File: config.mk
export PLATFORM = sky130hd
export DESIGN_NAME = ram_writeback_bridge
export DESIGN_NICKNAME = d
export VERILOG_FILES = /design/src/rtl/ram_writeback_bridge.sv
export SDC_FILE = /design/constraint.sdc
export NUM_CORES = 1
export LEC_CHECK = 0
export CAP_MARGIN = 20
export CORE_ASPECT_RATIO = 0.7
export CORE_MARGIN = 3
export CORE_UTILIZATION = 35
export DETAILED_ROUTE_END_ITERATION = 8
export RECOVER_POWER = 25
export SLEW_MARGIN = 30
export SYNTH_ARGS = -nofsm -noshare
export SYNTH_HDL_FRONTEND = slang
export SYNTH_SLANG_ARGS = --single-unit
File: constraint.sdc
create_clock -name clk -period 1.9 [get_ports clk]
set_clock_uncertainty 0.15 [all_clocks]
set_input_delay 0.38 -clock clk [delete_from_list [all_inputs] [get_ports clk]]
set_output_delay 0.38 -clock clk [all_outputs]
set_load 0.1 [all_outputs]
File: src/rtl/ram_writeback_bridge.sv
// ram_writeback_bridge
// Write-side counterpart of the FFT operand read pipeline. It accepts butterfly
// results (X = sum, Y = difference) tagged with the bank address and operand-mux
// mode of the producing beat. It re-pairs them into writes on the two RAM banks
// (A, B) so that each bank takes at most one write per cycle.
//
// Ports:
//   clk, reset              clock; synchronous active-high reset
//   iact                    result beat valid
//   ictrl[1:0]              10 first stage, 00 later-stage even, 11 later-stage odd, 01 illegal
//   ilast                   final beat of the stage (qualified by iact)
//   input_memory_address    bank address of the beat
//   input_X, input_Y        butterfly results
//   wr_en_A/B, wr_addr_A/B, wr_data_A/B   registered bank write ports
//   stage_done              pulse with the last write of a stage
//   busy                    held-even or flush write outstanding
//   err_seq                 sticky protocol error flag, cleared only by reset
module ram_writeback_bridge #(
    parameter int FFT_N  = 10,
    parameter int FFT_DW = 16
) (
    input  logic                  clk,
    input  logic                  reset,
    input  logic                  iact,
    input  logic [1:0]            ictrl,
    input  logic                  ilast,
    input  logic [FFT_N-2:0]      input_memory_address,
    input  logic [FFT_DW*2-1:0]   input_X,
    input  logic [FFT_DW*2-1:0]   input_Y,
    output logic                  wr_en_A,
    output logic                  wr_en_B,
    output logic [FFT_N-2:0]      wr_addr_A,
    output logic [FFT_N-2:0]      wr_addr_B,
    output logic [FFT_DW*2-1:0]   wr_data_A,
    output logic [FFT_DW*2-1:0]   wr_data_B,
    output logic                  stage_done,
    output logic                  busy,
    output logic                  err_seq
);
    localparam int AW = FFT_N - 1;
    localparam int DW = FFT_DW * 2;

    // Held even result: Y and address of the even beat, waiting for its odd partner.
    logic          r_held_valid;
    logic [DW-1:0] r_held_y;
    logic [AW-1:0] r_held_addr;
    // Flush slot: odd-beat Y and address, written to bank B one cycle after the pair.
    logic          r_flush_valid;
    logic [DW-1:0] r_flush_y;
    logic [AW-1:0] r_flush_addr;
    logic          r_flush_last;

    logic          w_en_a_next, w_en_b_next;
    logic [AW-1:0] w_addr_a_next, w_addr_b_next;
    logic [DW-1:0] w_data_a_next, w_data_b_next;
    logic          w_done_next, w_err_next, w_busy_next;
    logic          w_held_valid_next;
    logic [DW-1:0] w_held_y_next;
    logic [AW-1:0] w_held_addr_next;
    logic          w_flush_valid_next;
    logic [DW-1:0] w_flush_y_next;
    logic [AW-1:0] w_flush_addr_next;
    logic          w_flush_last_next;

    always_comb begin
        w_en_a_next        = 1'b0;
        w_en_b_next        = 1'b0;
        w_addr_a_next      = wr_addr_A;
        w_addr_b_next      = wr_addr_B;
        w_data_a_next      = wr_data_A;
        w_data_b_next      = wr_data_B;
        w_done_next        = 1'b0;
        w_err_next         = err_seq;
        w_held_valid_next  = r_held_valid;
        w_held_y_next      = r_held_y;
        w_held_addr_next   = r_held_addr;
        // A pending flush always drains this cycle.
        w_flush_valid_next = 1'b0;
        w_flush_y_next     = r_flush_y;
        w_flush_addr_next  = r_flush_addr;
        w_flush_last_next  = r_flush_last;

        if (r_flush_valid) begin
            w_en_b_next   = 1'b1;
            w_addr_b_next = r_flush_addr;
            w_data_b_next = r_flush_y;
            w_done_next   = r_flush_last;
        end

        if (iact) begin
            unique case (ictrl)
                2'b10: begin
                    w_en_a_next   = 1'b1;
                    w_addr_a_next = input_memory_address;
                    w_data_a_next = input_X;
                    if (r_held_valid) begin
                        w_err_next        = 1'b1;
                        w_held_valid_next = 1'b0;
                    end
                    // The flush owns bank B this cycle; the beat's B write is lost.
                    if (r_flush_valid) begin
                        w_err_next = 1'b1;
                    end else begin
                        w_en_b_next   = 1'b1;
                        w_addr_b_next = input_memory_address;
                        w_data_b_next = input_Y;
                    end
                    if (ilast) w_done_next = 1'b1;
                end
                2'b00: begin
                    w_en_a_next       = 1'b1;
                    w_addr_a_next     = input_memory_address;
                    w_data_a_next     = input_X;
                    if (r_held_valid || ilast) w_err_next = 1'b1;
                    w_held_valid_next = 1'b1;
                    w_held_y_next     = input_Y;
                    w_held_addr_next  = input_memory_address;
                end
                2'b11: begin
                    if (r_held_valid) begin
                        // Cross-write: held even Y to A[ao], odd X to B[ae].
                        w_en_a_next        = 1'b1;
                        w_addr_a_next      = input_memory_address;
                        w_data_a_next      = r_held_y;
                        w_en_b_next        = 1'b1;
                        w_addr_b_next      = r_held_addr;
                        w_data_b_next      = input_X;
                        w_held_valid_next  = 1'b0;
                        w_flush_valid_next = 1'b1;
                        w_flush_y_next     = input_Y;
                        w_flush_addr_next  = input_memory_address;
                        w_flush_last_next  = ilast;
                    end else begin
                        w_err_next = 1'b1;
                    end
                end
                default: w_err_next = 1'b1;
            endcase
        end

        w_busy_next = w_held_valid_next || w_flush_valid_next;
    end

    always_ff @(posedge clk) begin
        if (reset) begin
            wr_en_A       <= 1'b0;
            wr_en_B       <= 1'b0;
            wr_addr_A     <= '0;
            wr_addr_B     <= '0;
            wr_data_A     <= '0;
            wr_data_B     <= '0;
            stage_done    <= 1'b0;
            busy          <= 1'b0;
            err_seq       <= 1'b0;
            r_held_valid  <= 1'b0;
            r_held_y      <= '0;
            r_held_addr   <= '0;
            r_flush_valid <= 1'b0;
            r_flush_y     <= '0;
            r_flush_addr  <= '0;
            r_flush_last  <= 1'b0;
        end else begin
            wr_en_A       <= w_en_a_next;
            wr_en_B       <= w_en_b_next;
            wr_addr_A     <= w_addr_a_next;
            wr_addr_B     <= w_addr_b_next;
            wr_data_A     <= w_data_a_next;
            wr_data_B     <= w_data_b_next;
            stage_done    <= w_done_next;
            busy          <= w_busy_next;
            err_seq       <= w_err_next;
            r_held_valid  <= w_held_valid_next;
            r_held_y      <= w_held_y_next;
            r_held_addr   <= w_held_addr_next;
            r_flush_valid <= w_flush_valid_next;
            r_flush_y     <= w_flush_y_next;
            r_flush_addr  <= w_flush_addr_next;
            r_flush_last  <= w_flush_last_next;
        end
    end
endmodule

==> results.cfg, run 1 <==
[clock_network]
clk_pin_slew_ps = 60
clk_latency_ps = 430
post_cts_buffers = 0
cts_tree = done
cts_max_path_buffers = 2
clkSinkCount = 172
htreeDepth = 4
hold_buffers = 0
post_cts_resized = 0
cts_buffers = 17
cts_root_buffer = clkbuf_16

[finish]
final_cell_mix = dfxtp_1 (171), nand2_1 (126), a21oi_1 (84), mux2i_1 (82), clkdlybuf4s50_1 (77)
drive_gt1_share_pct = 17.51
diodes = 0
final_nets = 1088
final_common_cell = dfxtp_1
syn_to_final_growth_pct = 37.57
final_core_util_pct = 50.23

[floorplanning]
dieArea_um2 = 22970
dieWidth_um = 179.9
initial_core_util_pct = 36.51
die_height_um = 127.7
coreArea_um2 = 20280
num_rows = 43
ioPinCount = 166

[logic_synthesis]
synthDistinctLibCells = 31
synth_seq_cells = 172
syn_area_um2 = 7406
ys_seq_area_share_pct = 46.49
netlist_instances = 852
syn-num-nets = 931
ys_warn_count = 0
syn_avg_cell_area_um2 = 8.692

[timing]
rsz0062_at_grt = no
period_share_pct = 92.50
setup_violations = 0
fin_crit_ps = 1757
fmax_ghz = 0.5690
relSlewSlack_pct = 60.03
hold_viol_final = 0
report.final.slew_viol_count = 0
worstMarginPinSlew_ps = 599.5
tns_ps = 0

[critical_path]
crit_chain = buf_2
reg2reg_depth = 4
critPathLaunchType = register
arrival_ps = 1230
crit_family = buffers and inverters
crit_fanout = 2
cp_slowest_stage_delay_ps = 440
crit_path_end_kind = output pin
r2r_slack_ps = 190
r2r-end = wr_data_B[9]
cp-startpoint = wr_data_A[27]
crit_slowest_cell = buf_2
r2r_start = r_held_valid
worst-path-buf-inv = 1
cp.required_ps = 1370
worstSetupPathType = reg2out

[worst_hold_path]
hp-class = in2reg
min_path_cells = 3
min_from = reset
holdPathEnd = r_flush_valid

[detailed_routing]
drtIter0Drc = 522
drc = 0
final_antenna_net_count = 0
finalWirelength_um = 22430
vias = 6622
drt-wirelength-per-cell_um = 17.36
dr.pass1.iters = 5
routed_via_density = 5.125

[global_routing]
overflow = 0
grt_first_pass_wirelength_um = 35650
grt_usage_pct = 19.29
grt_max_degree = 55
grt_pass1_vias = 6380
antenna_found_initial = 1

[placed_design]
hpwl_um = 15460
port_buffers = 165
gp_congestion = 0.7503

[flow_run]
maxCapViolations = 0

[status]
status = completed

[pwr]
ir_worst_vdd_v = 0.0005681
power_leakage_nw = 4.021
power_per_cell_area_nw_per_um2 = 877.7
[cell usage after synthesis]
library cell | n | share of area [%]
nand2_2 | 1 | 0.085
nor2_1 | 46 | 2.3
nand2_1 | 126 | 6.4
nand3_1 | 1 | 0.068
inv_1 | 41 | 2.1
nor3_1 | 32 | 2.2
a211oi_1 | 33 | 3.3
nand4bb_1 | 1 | 0.15
nor2_2 | 1 | 0.085
mux2i_1 | 82 | 11
nand4_2 | 1 | 0.17
buf_4 | 5 | 0.51
a221o_1 | 41 | 5.5
and3_1 | 1 | 0.085
a21boi_2 | 1 | 0.15
buf_1 | 1 | 0.051
or4b_1 | 1 | 0.14
a21oi_1 | 84 | 5.7
o21ai_0 | 41 | 2.8
dfxtp_1 | 172 | 46
buf_2 | 38 | 2.6
a32oi_1 | 1 | 0.12
a31oi_1 | 2 | 0.17
nor3b_1 | 1 | 0.10
a41oi_1 | 1 | 0.12
buf_6 | 4 | 0.61
clkbuf_1 | 28 | 1.4
or4_1 | 1 | 0.10
and4_1 | 1 | 0.12
nor2b_1 | 2 | 0.17
nand2b_1 | 61 | 5.2
[layout make-up]
| cell class | count | area (um2) |
|---|---|---|
| clock buffer | 17 | 425.4 |
| inverter | 41 | 153.9 |
| multi-input combinational | 563 | 3473 |
| timing repair buffer | 214 | 2222 |
| sequential | 172 | 3447 |
| clock inverter | 15 | 128.9 |
| fill | 1891 | 10090 |
| tap | 270 | 337.8 |
[power breakdown]
group	total, mW	internal [mW]	switching, mW
Clock	3.35	1.73	1.62
Combinational	1.76	0.582	1.18
Sequential	3.84	3.74	0.0961
[state kept, by name, summed over array words and instances (netlist names)]
name           cells
busy               1
err_seq            1
r_flush_addr       9
r_flush_last       1
r_flush_valid      1
r_flush_y         32
r_held_addr        9
r_held_valid       1
r_held_y          32
stage_done         1
wr_addr_A          9
wr_addr_B          9
wr_data_A         32
wr_data_B         32
wr_en_A            1
wr_en_B            1
[kinds of logic after synthesis]
kind of cell / after synthesis / synth area share [%]
buf+inv: 117 / 7.231
compound gates: 204 / 17.89
flops: 172 / 46.49
mux: 82 / 11.08
simple gates: 277 / 17.30
[layer usage]
metal / vias up / wire length, um / GRT usage (%)
met2: 194 / 9438 / 28.48
met3: 21 / 1569 / 5.984
met4: 2 / 214 / 4.909
met5: - / 13 / 0
met1: 3152 / 11190 / 27.48
li1: 3253 / - / -
[per-stage QoR]
step	cell area, um2	power (mW)	hold WS, ps	instances	setup WS, ps
after detailed placement	10540	5.934	296.5	1260	-284.7
after global routing	10190	9.282	250.9	1292	39.63
final	10190	8.942	257.8	1292	142.6
after global placement	10540	5.924	292.2	1260	-228.6
after CTS	11090	9.279	237.9	1292	190.4
after floorplan	7406	5.046	286.0	852	346.3
[worst max-delay path by stage]
stage          cells after the start             end
6_report                           1   wr_data_A[27]
5_1_grt                            6     r_held_y[6]
4_1_cts                            6    r_held_y[18]
3_5_place_dp                       6    r_held_y[18]
3_3_place_gp                       6    r_held_y[24]
2_1_floorplan                      6  r_held_addr[0]
Power figures use the tool's default switching activity.
==> run 2, diff against run 1 <==
--- a/config.mk
+++ b/config.mk
@@ -11,7 +11,7 @@
 export CORE_UTILIZATION = 35
 export DETAILED_ROUTE_END_ITERATION = 8
 export RECOVER_POWER = 25
-export SLEW_MARGIN = 30
+export SLEW_MARGIN = 10
 export SYNTH_ARGS = -nofsm -noshare
 export SYNTH_HDL_FRONTEND = slang
 export SYNTH_SLANG_ARGS = --single-unit
==> results of run 2 <==
Final layout, timing and power as in run 1 (identical DEF).
==> run 3, diff against run 2 <==
==> constraint.sdc (replaced) <==
create_clock -name clk -period 1.6 [get_ports clk]
set_clock_uncertainty 0.15 [all_clocks]
set_input_delay 0.32 -clock clk [delete_from_list [all_inputs] [get_ports clk]]
set_output_delay 0.32 -clock clk [all_outputs]
set_load 0.1 [all_outputs]
==> run 3 against run 2 <==
Net effect: count of clock-buffer cells in the layout up 1; utilization increased by 5.7 points; die area did not move; cell area grew 11%; worst hold slack worse by 120 ps; setup slack worse by 69 ps; global-route usage hardly changed; power rose by 24%.
==> results.cfg, run 3 (same netlist as run 1, synthesis figures left out) <==
[status]
status = completed

[finish]
final_common_cell = dfxtp_1
fin_area_um2 = 11340
final_core_util_pct = 55.89
syn_to_final_growth_pct = 53.07
multi_input_area_um2 = 3525
drive_gt1_share_pct = 19.54
final_cell_mix = dfxtp_1 (170), nand2_1 (126), buf_12 (103), a21oi_1 (82), mux2i_1 (80)
final_nets = 1105
diodes = 0
regArea_um2 = 3448
fillers = 1773

[timing]
setup_violations = 0
fmax_ghz = 0.6549
worstMarginPinSlew_ps = 409.8
hold_viol_final = 0
setup_ws_ps = 73.13
relSlewSlack_pct = 72.68
fin_hold_ws_ps = 138.9
report.final.slew_viol_count = 0
fin_crit_ps = 1527
rsz0062_at_grt = no
period_share_pct = 95.43

[floorplanning]
num_rows = 43
die_height_um = 127.7
initial_core_util_pct = 36.51
coreArea_um2 = 20280
ioPinCount = 166
dieArea_um2 = 22970
dieWidth_um = 179.9

[detailed_routing]
dr.pass1.iters = 5
drtIter0Drc = 466
finalWirelength_um = 22670
final_antenna_net_count = 0
vias = 6594
drc = 0
drt-wirelength-per-cell_um = 17.32
routed_via_density = 5.037

[pwr]
p_total_mw = 11.05
power_per_cell_area_nw_per_um2 = 974.7
ir_worst_vdd_v = 0.0005197
power_leakage_nw = 4.356

[global_routing]
top_usage_layer = met2
overflow = 0
grt_pass1_vias = 6328
grt_usage_pct = 19.31
grt_first_pass_wirelength_um = 35540
grtUsageMet1_pct = 27.98
use_met3_pct = 5.445
grt_max_degree = 58
antenna_found_initial = 0
grt_use_met2_pct = 28.48

[placed_design]
hpwl_um = 15150
dp_slack_ps = -519.7
port_buffers = 165
place_area_um2 = 10610
gp_congestion = 0.7784

[clock_network]
clk_pin_slew_ps = 70
cts_tree = done
cts_buffers = 17
clkSinkCount = 172
cts_root_buffer = clkbuf_16
cts_max_path_buffers = 2
htreeDepth = 4
clk_latency_ps = 420

[critical_path]
worstSetupPathType = reg2out
r2r_start = r_held_valid
crit_slowest_cell = dfxtp_1
crit_family = flip-flops
r2r-end = wr_addr_B[6]
r2r_slack_ps = 110
crit_chain = buf_12
crit_fanout = 2
arrival_ps = 1060
cp-startpoint = wr_data_B[23]
cp.required_ps = 1130
cp_slowest_stage_delay_ps = 430
crit_end = wr_data_B[23]
critPathLaunchType = register
crit_cells = 1
crit_path_end_kind = output pin
reg2reg_depth = 4
worst-path-buf-inv = 1

[flow_run]
maxCapViolations = 0

[worst_hold_path]
hp-class = in2reg
==> run 3: per-layer routing <==
metal  up-vias  share of wire, %
li1       3292                 -
met1      3103                50
met2       188                42
met3        11               7.2
met4         0              0.83
met5         -                 0
==> run 3: how the worst min path moves through the flow <==
stage / startpoint / end / cells after the start
after floorplan: r_flush_last / r_flush_last / 2
after global placement: r_flush_last / r_flush_last / 2
after detailed placement: r_flush_y[19] / r_flush_y[19] / 2
after CTS: r_flush_y[23] / r_flush_y[23] / 2
after global routing: reset / r_held_addr[4] / 3
final: reset / r_flush_addr[4] / 3
==> run 3: what timing repair did <==
item | 4_1_cts | 5_1_grt
gates resized for setup | 6 | 24
endpoints found under the hold margin | 2 | 0
hold buffers | 1 | 0
setup endpoints to repair | 31 | 93
gates cloned | 0 | 4
setup buffers | 0 | 3
pin swaps | 1 | 2
==> run 3: metrics by stage <==
stage | cells | TNS [ps]
6_report | 1309 | 0
5_1_grt | 1309 | 0
4_1_cts | 1302 | 0
3_5_place_dp | 1269 | -66640
3_3_place_gp | 1269 | -64540
2_1_floorplan | 852 | 0
==> run 3: power breakdown <==
group / switching [mW] / internal (mW)
Combinational: 1.42 / 0.972
Sequential: 0.162 / 4.45
Clock: 1.83 / 2.22
Total: 3.41 / 7.64
==> run 3: worst min-delay path, cell delays in order <==
cell	delay, ps
dlymetal6s4s_1	180
buf_6	130
a21oi_1	40
==> run 3: final cells by class <==
class / count / area share (%)
multi-input cells: 563 / 31.09
flip-flops and latches: 172 / 30.42
repair buffers: 231 / 29.09
clock buffers: 18 / 3.874
well taps: 270 / 2.980
inverters: 41 / 1.358
clock inverters: 14 / 1.181
